--- src/rtl/uart_pkg.sv ---
// uart_pkg: definitions shared by the UART receiver and transmitter.
// Holds the receiver state encoding, the bit-timing helpers and the frame width.
package uart_pkg;

  localparam int DATA_BITS = 8;

  typedef enum logic [2:0] {
    IDLE  = 3'd0,
    START = 3'd1,
    DATA  = 3'd2,
    STOP  = 3'd3,
    BREAK = 3'd4
  } rx_state_e;

  // Last cycle index of one bit period.
  function automatic int calc_cnt_max(input int clk_freq, input int baud_rate);
    return (clk_freq / baud_rate) - 1;
  endfunction

  // Offset from the start-bit edge to the middle of the bit.
  function automatic int calc_half_cnt(input int clk_freq, input int baud_rate);
    return calc_cnt_max(clk_freq, baud_rate) / 2;
  endfunction

  // Two-out-of-three vote.
  function automatic logic majority3(input logic [2:0] v);
    return (v[0] & v[1]) | (v[0] & v[2]) | (v[1] & v[2]);
  endfunction

endpackage

--- src/rtl/uart_rx_if.sv ---
// uart_rx_if: received-byte bundle from the UART receiver to its consumer.
// The receiver drives it through the master modport and the consumer reads it
// through the slave modport.
interface uart_rx_if;
  import uart_pkg::*;

  logic [DATA_BITS-1:0] rx_data;
  logic                 rx_valid;
  logic                 rx_frame_err;
  logic                 rx_busy;

  modport master (output rx_data, output rx_valid, output rx_frame_err, output rx_busy);
  modport slave  (input  rx_data, input  rx_valid, input  rx_frame_err, input  rx_busy);

endinterface

--- src/rtl/uart_rx_sync.sv ---
// uart_rx_sync: brings the asynchronous RX pin into the clk domain.
// rx_s is the two-flop synchronized line. sample is the value used at the
// mid-bit sample points: rx_s itself, or, when UART_RX_MAJORITY_EN is defined,
// the majority of the current rx_s and its two previous values.
module uart_rx_sync
  import uart_pkg::*;
(
  input  logic clk,
  input  logic rst,
  input  logic uart_rx_pin,
  output logic rx_s,
  output logic sample
);

  logic meta_r;
  logic sync_r;

  // Two-flop synchronizer, both stages reset to the idle-high line level.
  always_ff @(posedge clk) begin
    if (rst) begin
      meta_r <= 1'b1;
      sync_r <= 1'b1;
    end else begin
      meta_r <= uart_rx_pin;
      sync_r <= meta_r;
    end
  end

  assign rx_s = sync_r;

`ifdef UART_RX_MAJORITY_EN
  // The three-value window is {hist_r, rx_s}: the current value is voted
  // together with the two before it, so a one-cycle glitch exactly at the
  // sample point is outvoted.
  logic [1:0] hist_r;

  // History of the synchronized line, shifted every cycle.
  always_ff @(posedge clk) begin
    if (rst) begin
      hist_r <= 2'b11;
    end else begin
      hist_r <= {hist_r[0], sync_r};
    end
  end

  assign sample = majority3({hist_r, sync_r});
`else
  assign sample = sync_r;
`endif

endmodule

--- src/rtl/uart_rx.sv ---
// uart_rx: 8N1 UART receiver, LSB first, idle-high line.
// Samples each bit at mid-period, delivers bytes with a one-cycle rx_valid
// strobe and flags low stop bits with a one-cycle rx_frame_err strobe.
// Optional build macro: UART_RX_MAJORITY_EN (3-tap majority vote at the
// sample points, see uart_rx_sync).
module uart_rx
  import uart_pkg::*;
#(
  parameter int CLK_FREQ  = 100_000_000,
  parameter int BAUD_RATE = 9600
) (
  input  logic        clk,
  input  logic        rst,
  input  logic        uart_rx_pin,
  uart_rx_if.master   rx_if
);

  localparam int CNT_MAX  = calc_cnt_max(CLK_FREQ, BAUD_RATE);
  localparam int HALF_CNT = calc_half_cnt(CLK_FREQ, BAUD_RATE);
  localparam int CNT_W    = $clog2(CNT_MAX + 1);

  localparam logic [CNT_W-1:0] CNT_LAST = CNT_W'(CNT_MAX);
  localparam logic [CNT_W-1:0] CNT_HALF = CNT_W'(HALF_CNT);
  localparam logic [CNT_W-1:0] CNT_ZERO = CNT_W'(0);
  localparam logic [CNT_W-1:0] CNT_ONE  = CNT_W'(1);
  localparam logic [3:0]       LAST_BIT = 4'(DATA_BITS - 1);

  // Bit periods shorter than this leave no room for the mid-bit sample.
  if (CNT_MAX < 4) begin : g_cfg_check
    $error("uart_rx: CLK_FREQ/BAUD_RATE too small, CNT_MAX must be >= 4");
  end

  logic rx_s;
  logic sample;

  uart_rx_sync u_sync (
    .clk         (clk),
    .rst         (rst),
    .uart_rx_pin (uart_rx_pin),
    .rx_s        (rx_s),
    .sample      (sample)
  );

  rx_state_e            state_r,   state_nxt;
  logic [CNT_W-1:0]     cnt_r,     cnt_nxt;
  logic [3:0]           bit_idx_r, bit_idx_nxt;
  logic [DATA_BITS-1:0] shift_r,   shift_nxt;
  logic [DATA_BITS-1:0] data_r,    data_nxt;
  logic                 valid_r,   valid_nxt;
  logic                 ferr_r,    ferr_nxt;
  logic                 busy_r;

  // Next-state, counters, shift register and output strobes.
  always_comb begin
    state_nxt   = state_r;
    cnt_nxt     = cnt_r;
    bit_idx_nxt = bit_idx_r;
    shift_nxt   = shift_r;
    data_nxt    = data_r;
    valid_nxt   = 1'b0;
    ferr_nxt    = 1'b0;

    case (state_r)
      IDLE: begin
        cnt_nxt     = CNT_ZERO;
        bit_idx_nxt = 4'd0;
        // Edge detection uses the raw synchronized line, never the vote.
        if (!rx_s) begin
          state_nxt = START;
        end else begin
          state_nxt = IDLE;
        end
      end

      START: begin
        if (cnt_r == CNT_HALF) begin
          cnt_nxt     = CNT_ZERO;
          bit_idx_nxt = 4'd0;
          // A line that is high again at mid start bit was a glitch.
          if (!sample) begin
            state_nxt = DATA;
          end else begin
            state_nxt = IDLE;
          end
        end else begin
          cnt_nxt = cnt_r + CNT_ONE;
        end
      end

      DATA: begin
        if (cnt_r == CNT_LAST) begin
          cnt_nxt                  = CNT_ZERO;
          shift_nxt[bit_idx_r[2:0]] = sample;
          bit_idx_nxt              = bit_idx_r + 4'd1;
          if (bit_idx_r == LAST_BIT) begin
            state_nxt = STOP;
          end else begin
            state_nxt = DATA;
          end
        end else begin
          cnt_nxt = cnt_r + CNT_ONE;
        end
      end

      STOP: begin
        if (cnt_r == CNT_LAST) begin
          cnt_nxt = CNT_ZERO;
          if (sample) begin
            data_nxt  = shift_r;
            valid_nxt = 1'b1;
            state_nxt = IDLE;
          end else begin
            ferr_nxt  = 1'b1;
            state_nxt = BREAK;
          end
        end else begin
          cnt_nxt = cnt_r + CNT_ONE;
        end
      end

      BREAK: begin
        // Hold off until the line is released so a held-low line cannot
        // start a stream of bogus frames.
        cnt_nxt = CNT_ZERO;
        if (rx_s) begin
          state_nxt = IDLE;
        end else begin
          state_nxt = BREAK;
        end
      end

      default: begin
        state_nxt   = IDLE;
        cnt_nxt     = CNT_ZERO;
        bit_idx_nxt = 4'd0;
      end
    endcase
  end

  // State and datapath registers; reset drops any partial frame silently.
  always_ff @(posedge clk) begin
    if (rst) begin
      state_r   <= IDLE;
      cnt_r     <= CNT_ZERO;
      bit_idx_r <= 4'd0;
      shift_r   <= '0;
      data_r    <= '0;
      valid_r   <= 1'b0;
      ferr_r    <= 1'b0;
      busy_r    <= 1'b0;
    end else begin
      state_r   <= state_nxt;
      cnt_r     <= cnt_nxt;
      bit_idx_r <= bit_idx_nxt;
      shift_r   <= shift_nxt;
      data_r    <= data_nxt;
      valid_r   <= valid_nxt;
      ferr_r    <= ferr_nxt;
      busy_r    <= (state_nxt != IDLE);
    end
  end

  assign rx_if.rx_data      = data_r;
  assign rx_if.rx_valid     = valid_r;
  assign rx_if.rx_frame_err = ferr_r;
  assign rx_if.rx_busy      = busy_r;

endmodule

--- src/flat_wrapper.sv ---
// flat-port wrapper written by rule: the top's interface ports become plain ports
module uart_rx_flat import uart_pkg::*;
#(
  parameter int CLK_FREQ  = 100_000_000,
  parameter int BAUD_RATE = 9600
)
  (clk, rst, uart_rx_pin, rx_if_rx_data, rx_if_rx_valid, rx_if_rx_frame_err, rx_if_rx_busy);
  uart_rx_if rx_if_i ();
  input  logic clk;
  input  logic rst;
  input  logic uart_rx_pin;
  output wire logic [$bits(rx_if_i.rx_data)-1:0] rx_if_rx_data;
  output wire logic [$bits(rx_if_i.rx_valid)-1:0] rx_if_rx_valid;
  output wire logic [$bits(rx_if_i.rx_frame_err)-1:0] rx_if_rx_frame_err;
  output wire logic [$bits(rx_if_i.rx_busy)-1:0] rx_if_rx_busy;
  assign rx_if_rx_data = rx_if_i.rx_data;
  assign rx_if_rx_valid = rx_if_i.rx_valid;
  assign rx_if_rx_frame_err = rx_if_i.rx_frame_err;
  assign rx_if_rx_busy = rx_if_i.rx_busy;
  uart_rx #(.CLK_FREQ(CLK_FREQ), .BAUD_RATE(BAUD_RATE)) u_core (.clk(clk), .rst(rst), .uart_rx_pin(uart_rx_pin), .rx_if(rx_if_i));
endmodule
--- config.mk ---
export PLATFORM = sky130hd
export DESIGN_NAME = uart_rx_flat
export DESIGN_NICKNAME = d
export VERILOG_FILES = /design/src/rtl/uart_pkg.sv /design/src/rtl/uart_rx_if.sv /design/src/rtl/uart_rx_sync.sv /design/src/rtl/uart_rx.sv /design/src/flat_wrapper.sv
export SDC_FILE = /design/constraint.sdc
export NUM_CORES = 1
export LEC_CHECK = 0
export CAP_MARGIN = 20
export CORE_MARGIN = 4
export CORE_UTILIZATION = 40
export CTS_CLUSTER_DIAMETER = 200
export DETAILED_ROUTE_END_ITERATION = 8
export GPL_TIMING_DRIVEN = 1
export PLACE_DENSITY = 0.67
export SLEW_MARGIN = 20
export SYNTH_ARGS = -nofsm -noshare
export SYNTH_HDL_FRONTEND = slang
export SYNTH_SLANG_ARGS = --single-unit
export TNS_END_PERCENT = 5
--- constraint.sdc ---
create_clock -name clk -period 3.2 [get_ports clk]
set_clock_uncertainty 0.15 [all_clocks]
set_input_delay 0.64 -clock clk [delete_from_list [all_inputs] [get_ports clk]]
set_output_delay 0.64 -clock clk [all_outputs]
set_load 0.05 [all_outputs]
==> impl_metrics.tcl, run 1 <==
set metrics [dict create \
    multiInputGateArea_mm2 0.00104 \
    end_kind "register" \
    cts_hold_repair.buffers 0 \
    required_ps 3240 \
    peakVddDrop_mv 0.281 \
    insertion_delay_ps 290 \
    crit_fanout 11 \
    leakage_nw 0.852 \
    finalNonFillerCells 284 \
    grt_pass1_wl_um 6170 \
    arrival_ps 2600 \
    period_share 0.800 \
    period_needed_ps 2560 \
    yosysWarnings 0 \
    hold_slack_ps 267 \
    synth-seq-cells 42 \
    core.rowCount 25 \
    drv_cap 0 \
    grt_pass1_vias 1303 \
    avgSynthCellArea_um2 9.48 \
    synth_ff_type "dfxtp_1" \
    ff_latch_area_um2 841 \
    syn-num-nets 212 \
    dieArea_mm2 0.00609 \
    slowest_delay_ps 560 \
    hold_viol 0 \
    crit_family "simple AND/OR/NAND/NOR gates" \
    clkTransAtPathRegs_ps 80 \
    cts_tree "done" \
    root_buffer "clkbuf_8" \
    wl_per_cell_um 11.8 \
    utilization 0.473 \
    cts_buffers 5 \
    finalMaxSlewViolations 0 \
    async_flop_share 0 \
    status "complete, no violations" \
    routabilityCongestion 0.817 \
    grt_antenna_before_repair 0 \
    ant_nets 0 \
    synth.yosys.seq_area_share 0.429 \
    viasPerCell 4.98 \
    hold_path_class "reg2reg" \
    drive_gt1_frac 0.124 \
    vias 1413 \
    fmax_mhz 391 \
    gr-total-overflow 0 \
    cts_num_sinks 42 \
    power_density_mw_per_mm2 468 \
    nFillCells 461 \
    grt_max_degree 21 \
    initial_core_util 0.415 \
    nNetsFinal 222 \
    cts.repair.resized 0 \
    htree_num_levels 2 \
    clock_path_buffers 2 \
    synth_edf_count 0 \
    die_h_um 78.0 \
    postCtsSetupBuffers 0 \
    grt_util_all_layers 0.126 \
    max_slew.worst_pin.slew_ps 602 \
    wirelength_um 3370 \
    area_delta_synth_final_pct 13.8 \
    insertedDiodeCount 0 \
    syn_area_mm2 0.00196 \
    core_mm2 0.00472 \
    final-setup-viol-count 0 \
    path_buf_inv 0 \
    firstDrtPassIters 4 \
    slowest_stage "nand4_1" \
    fin_tns_setup_ps 0 \
    io_buffers 13 \
    synthDistinctLibCells 45 \
    rsz0062_at_grt "no" \
    syn_inst 207 \
    hpwl_um 2330 \
    placedCellCount 277 \
    crit_type "reg2reg" \
    path_cells "ha_1 -> and3_1 -> and4_1 -> nand4_1 -> mux2i_1 -> nor2_1" \
    drtIter0Drc 143 \
    slew_headroom 0.598 \
    drc 0 \
    critPathLaunchType "register" \
    die_w_um 78.0 \
    boundaryPins 14 \
]
where the power goes:
| group | internal (mW) | switching [mW] |
|---|---|---|
| Combinational | 0.0276 | 0.0517 |
| Sequential | 0.530 | 0.0108 |
| Clock | 0.250 | 0.175 |
placed cells by master, fill, tap and decap left out, types with 2 or more instances in the layout:
master / n
a21o_1: 2
a21oi_1: 11
and3_1: 5
buf_4: 2
clkbuf_8: 6
clkdlybuf4s50_1: 13
dfxtp_1: 42
ha_1: 2
inv_1: 3
mux2i_1: 16
nand2_1: 7
nand2b_1: 5
nand3_1: 8
nand4_1: 6
nand4b_1: 2
nor2_1: 32
nor2_2: 2
nor2_4: 8
nor2b_1: 2
nor3_1: 4
nor4_1: 2
o21ai_0: 2
or2_2: 2
or3_1: 2
or4_1: 2
xnor2_1: 6
xor2_1: 6
synthesized netlist by cell type, drive strengths merged (3+ instances only):
cell type	count	area share
dfxtp	42	0.43
nand3	8	0.020
and3	5	0.016
nand2	7	0.013
xor2	6	0.027
xnor2	6	0.027
a21oi	11	0.028
nand2b	5	0.016
or2	3	0.0096
mux2i	16	0.082
nor2	42	0.11
inv	3	0.0057
nand4	7	0.026
nor3	4	0.010
buf	5	0.022
clkbuf	7	0.014
cell type report:
class | instances | area share
tap | 67 | 0.0375
clock inverter | 1 | 0.0134
timing repair buffer | 15 | 0.0650
sequential | 42 | 0.376
inverter | 3 | 0.00504
multi-input combinational | 150 | 0.466
clock buffer | 6 | 0.0370
path summary, 6_finish.rpt:
check / cells past startpoint / start / endpoint / slack [ps]
worst max register to register: 6 / u_core.cnt_r[0] / u_core.rx_if.rx_data[7] / 640
worst max-delay path: 6 / u_core.cnt_r[0] / u_core.rx_if.rx_data[7] / 640
worst min register to register: 1 / u_core.u_sync.meta_r / u_core.u_sync.rx_s / 270
worst min-delay path: 1 / u_core.u_sync.meta_r / u_core.u_sync.rx_s / 270
per-layer routing:
| metal | GRT usage | wire length, µm | vias up |
|---|---|---|---|
| met5 | 0 | 0 | - |
| met4 | 0.0577 | 71 | 0 |
| met3 | 0.0356 | 115 | 6 |
| met2 | 0.188 | 1460 | 16 |
| met1 | 0.168 | 1720 | 655 |
| li1 | - | - | 736 |
registers in the layout (all words and copies together), names as in the netlist:
signal / cells
u_core.cnt_r: 14
u_core.rx_if.rx_data: 8
u_core.shift_r: 8
u_core.bit_idx_r: 4
u_core.state_r: 3
u_core.rx_if.rx_busy: 1
u_core.rx_if.rx_frame_err: 1
u_core.rx_if.rx_valid: 1
u_core.u_sync.meta_r: 1
u_core.u_sync.rx_s: 1
metrics by stage:
stage               cell area, µm²  setup WS (ps)  total power, mW
finish                        2230            639             1.04
CTS                           2230            614             1.06
detailed placement            2120            628            0.632
global route                  2230            319             1.10
floorplan                     1960           1200            0.613
global placement              2120            727            0.633
kinds of logic (layout without fill, tap and decap cells):
group / after synthesis / count (layout) / synth area share
AO/OA/AOI/OAI: 20 / 20 / 0.0670
XOR/XNOR: 12 / 12 / 0.0536
adder cells (fa/ha/maj): 2 / 2 / 0.0128
buffers and inverters: 15 / 25 / 0.0415
flip-flops: 42 / 42 / 0.429
multiplexers: 17 / 17 / 0.0874
AND/OR/NAND/NOR: 99 / 99 / 0.309
Power figures use the tool's default switching activity.
==> run 2: changes to the inputs <==
- PLACE_DENSITY: 0.67 -> 0.69
- clock period: 3.2 -> 2.35 ns (I/O delays scaled with it)
==> run 2 against run 1 <==
  * Via count grew 0.92%
  * Total power grew 34%
  * Design area grew 0.56%
  * Wire length grew 2.0%
  * Combinational power grew 37%
  * Die area is the same
  * Sequential power grew 36%
==> impl_metrics.tcl, run 2 (synthesis gave the netlist of run 1 again) <==
set metrics [dict create \
    cp.depth 7 \
    routabilityCongestion 0.789 \
    crit_start "u_core.cnt_r[0]" \
    hold_path_class "reg2reg" \
    cts_hold_repair.buffers 0 \
    grt_util_all_layers 0.123 \
    switchingPower_mw 0.328 \
    initial_core_util 0.415 \
    core_mm2 0.00472 \
    vias 1426 \
    crit_end "u_core.rx_if.rx_data[6]" \
    root_buffer "clkbuf_8" \
    placedCellCount 279 \
    met3_usage 0.0356 \
    die_h_um 78.0 \
    r2r.worst_path.cells 7 \
    arrival_ps 2130 \
    peakVddDrop_mv 0.303 \
    drc 0 \
    use_met2 0.205 \
    grt_max_degree 23 \
    rsz0062_at_grt "no" \
    ff_latch_area_um2 841 \
    slowest_stage "and4_1" \
    final_cell_area_mm2 0.00225 \
    cts_tree "done" \
    path_cells "ha_1 -> and3_1 -> and4_1 -> nand4_1 -> buf_4 -> mux2i_1 -> nor2_1" \
    core.rowCount 25 \
    path_buf_inv 1 \
    drive_gt1_frac 0.132 \
    cts.repair.resized 0 \
    end_kind "register" \
    area_delta_synth_final_pct 14.5 \
    grt_pass1_vias 1352 \
    postCtsSetupBuffers 0 \
    drtIter0Drc 112 \
    period_share 0.891 \
    pwr-share-seq 0.525 \
    critPathLaunchType "register" \
    power_density_mw_per_mm2 625 \
    ant_nets 0 \
    clock_path_buffers 2 \
    boundaryPins 14 \
    nNetsFinal 224 \
    wirelength_um 3430 \
    drv_cap 0 \
    insertedDiodeCount 0 \
    met1_usage 0.146 \
    final-setup-viol-count 0 \
    fmax_mhz 478 \
    die_w_um 78.0 \
    regMostFlops "u_core.cnt_r" \
    hpwl_um 2430 \
    finalMaxSlewViolations 0 \
    required_ps 2380 \
    cts_buffers 5 \
    grt_antenna_before_repair 0 \
    max_slew.worst_pin.slew_ps 496 \
    finalNonFillerCells 287 \
    crit_family "simple AND/OR/NAND/NOR gates" \
    crit_type "reg2reg" \
    clkTransAtPathRegs_ps 80 \
    wl_per_cell_um 12.0 \
    timing.rr.start "u_core.cnt_r[0]" \
    slowest_delay_ps 390 \
    leakage_nw 0.856 \
    reg2reg_to "u_core.rx_if.rx_data[6]" \
    mostFrequentLayoutCell "dfxtp_1" \
    dpl_cell_area_mm2 0.00214 \
    fin_tns_setup_ps 0 \
    grt_pass1_wl_um 6060 \
    fin_total_pwr_mw 1.40 \
    slew_headroom 0.669 \
    p_clk_frac 0.397 \
    largest_reg_flops 14 \
    regToRegSetupSlack_ps 260 \
    multiInputGateArea_mm2 0.00104 \
    cts_num_sinks 42 \
    insertion_delay_ps 290 \
    switching_share 0.233 \
    status "complete, no violations" \
    busiest_layer "met2" \
    gr-total-overflow 0 \
    hold_viol 0 \
    nFillCells 471 \
    crit_fanout 9 \
    final_cell_mix "dfxtp_1, nor2_1, mux2i_1" \
    period_needed_ps 2090 \
    htree_num_levels 2 \
    viasPerCell 4.97 \
    firstDrtPassIters 4 \
    internal_power_mw 1.08 \
    comb_power_share 0.078 \
    dieArea_mm2 0.00609 \
    io_buffers 13 \
]
[run 2: per-stage QoR]
stage	worst slack (ps)	hold slack, ps	util
finish	256	261	0.475
global route	78.0	279	0.475
CTS	250	264	0.475
detailed placement	256	245	0.452
global placement	269	244	0.452
floorplan	346	239	-
[run 2: area by class of cell]
| type | count | area share |
|---|---|---|
| well taps | 67 | 0.0373 |
| clock buffers | 6 | 0.0323 |
| inverters | 3 | 0.00501 |
| flip-flops and latches | 42 | 0.374 |
| clock inverters | 2 | 0.0167 |
| repair buffers | 17 | 0.0713 |
| multi-input cells | 150 | 0.463 |
[run 2: metal layers]
layer	vias up	share of wire
met3	10	0.029
li1	747	-
met1	654	0.49
met4	0	0.027
met2	15	0.45
met5	-	0
[run 2: how the worst min path moves through the flow]
stage	cells after the start	from	to	slack [ps]
2_1_floorplan	1	u_core.u_sync.meta_r	u_core.u_sync.rx_s	240
4_1_cts	1	u_core.u_sync.meta_r	u_core.u_sync.rx_s	260
6_report	1	u_core.u_sync.meta_r	u_core.u_sync.rx_s	260
3_3_place_gp	1	u_core.u_sync.meta_r	u_core.u_sync.rx_s	240
3_5_place_dp	1	u_core.u_sync.meta_r	u_core.u_sync.rx_s	240
5_1_grt	1	u_core.u_sync.meta_r	u_core.u_sync.rx_s	280
[run 2: power by group through the flow]
stage / Sequential [mW] / Clock [mW] / Combinational, mW
finish: 0.737 / 0.558 / 0.109
detailed placement: 0.752 / 0 / 0.109
global placement: 0.753 / 0 / 0.110
global route: 0.739 / 0.610 / 0.120
floorplan: 0.758 / 0 / 0.0767
CTS: 0.736 / 0.577 / 0.110
[run 2: worst reg2reg max path, stage by stage (launching register included)]
cell,delay (ps)
dfxtp_1,370
ha_1,210
and3_1,300
and4_1,390
nand4_1,130
buf_4,220
mux2i_1,170
nor2_1,50
==> RTL edit: new RTL, config.mk and constraints of run 2 <==
Build with the macro `UART_RX_MAJORITY_EN` defined.
--- a/src/rtl/uart_rx_sync.sv
+++ b/src/rtl/uart_rx_sync.sv
@@ -4,2 +4,4 @@
 // the majority of the current rx_s and its two previous values.
+`define UART_RX_MAJORITY_EN
+
 module uart_rx_sync
Behaviour: no difference found for any inputs over 10 cycles, from zero or initial values and one cycle with rst high; that may be too few to reach the edited logic, so the function may still have changed.
==> RTL edit against run 2 <==
  * Routed wire length grew 5.9%
  * Worst setup slack lost 0.18 ns
  * Sequential share of layout area hardly changed
  * Critical path depth fell by 2
  * Final cell count increased by 6.3%
  * Via count grew 5.1%
  * Die area is essentially flat
  * Non-clock buffer count up 6
  * Sequential cell count is 2 higher
  * Area after synthesis about the same
  * Final area increased by 4.7%
  * Critical path type unchanged
  * Highest routed layer unchanged
Power is not compared: it rests on default switching activity, and its combinational part moved more than twofold at a synthesized area within 25%.
==> RTL edit: results (changes against run 2) <==
* Status: complete, no violations
* Post-synthesis compound-gate area fraction at 6.509% (-0.19 points)
* Worst reg-to-reg setup slack at 0.08 ns (-0.18 ns)
* Mux cell area share after synthesis at 8.743% (about the same)
* Placed cell count at 297 (+6.5%)
* Crit path to: u_core.shift_r[7]$_SDFFE_PP0P_
* Arrival time at the worst endpoint at 2.31 ns (+0.18 ns)
* Met2 usage at 22.09% (+1.5 points)
* Area contributors post-synth: dfxtp_1, mux2i_1, nor2_1
* DP HPWL at 2.556 mm (+5.1%)
* Sequential fraction of the synthesis area at 44.93% (+2.1 points)
* Placed cell area at 2220 µm² (+3.9%)
* Placement Setup Slack at 0.05365 ns (-0.2024 ns)
* Drt wl/cell at 11.91 µm (-0.39%)
* Relative slew slack at 53.07% (-14 points)
* Syn_nets at 221 (+4.2%)
* Fmax at 0.4406 GHz (-7.7%)
* Pin count of the biggest net entering global routing at 28 (+22%)
* Placer Congestion at 0.7995 (+1.3%)
* Hold Slack at 0.2743 ns (+0.01284 ns)
* Critical path peak fanout at 11 (+2)
* GR Layer Usage met3 at 3.440% (-0.11 points)
* CP max-delay cell: or4_4
* Synth Area in XOR/XNOR at 5.361% (about the same)
* Filler cells at 438 (-7.0%)
* Leading cell types by count after synthesis: dfxtp_1, nor2_1, mux2i_1, nand2_1
* Initial DRC count at 114 (+1.8%)
* Total GRT Usage at 12.94% (+0.60 points)
* Delay of the slowest critical-path stage at 0.51 ns (+0.12 ns)
* Vias at 1499 (+5.1%)
* Reg2reg path depth at 5 (-2)
* Cell Count, Final, Fillers Out at 305 (+6.3%)
==> RTL edit: cell count changes after synthesis, moves of 3 or more <==
cell     before  now
nand3_1       8    4
nor4_1        2    6
nor2_4        8    0
or2_2         2    7
a21oi_1      11    7
nor2_1       32   38
a31o_2        0    3
and3_1        5    2
nor2b_1       2    6
nor3b_1       1    4
nand2_1       7   15
==> RTL edit: final cells by class <==
type	count	area share [%]
multi-input cells	158	44.17
clock inverters	3	1.809
clock buffers	5	2.927
repair buffers	23	9.260
inverters	5	0.7983
well taps	67	3.566
flip-flops and latches	44	37.47
==> RTL edit: metal layers <==
layer / share of wire [%] / wire [µm]
met4: 0.91 / 33
met1: 47 / 1709
met5: 0 / 0
met2: 49 / 1765
met3: 3.4 / 123
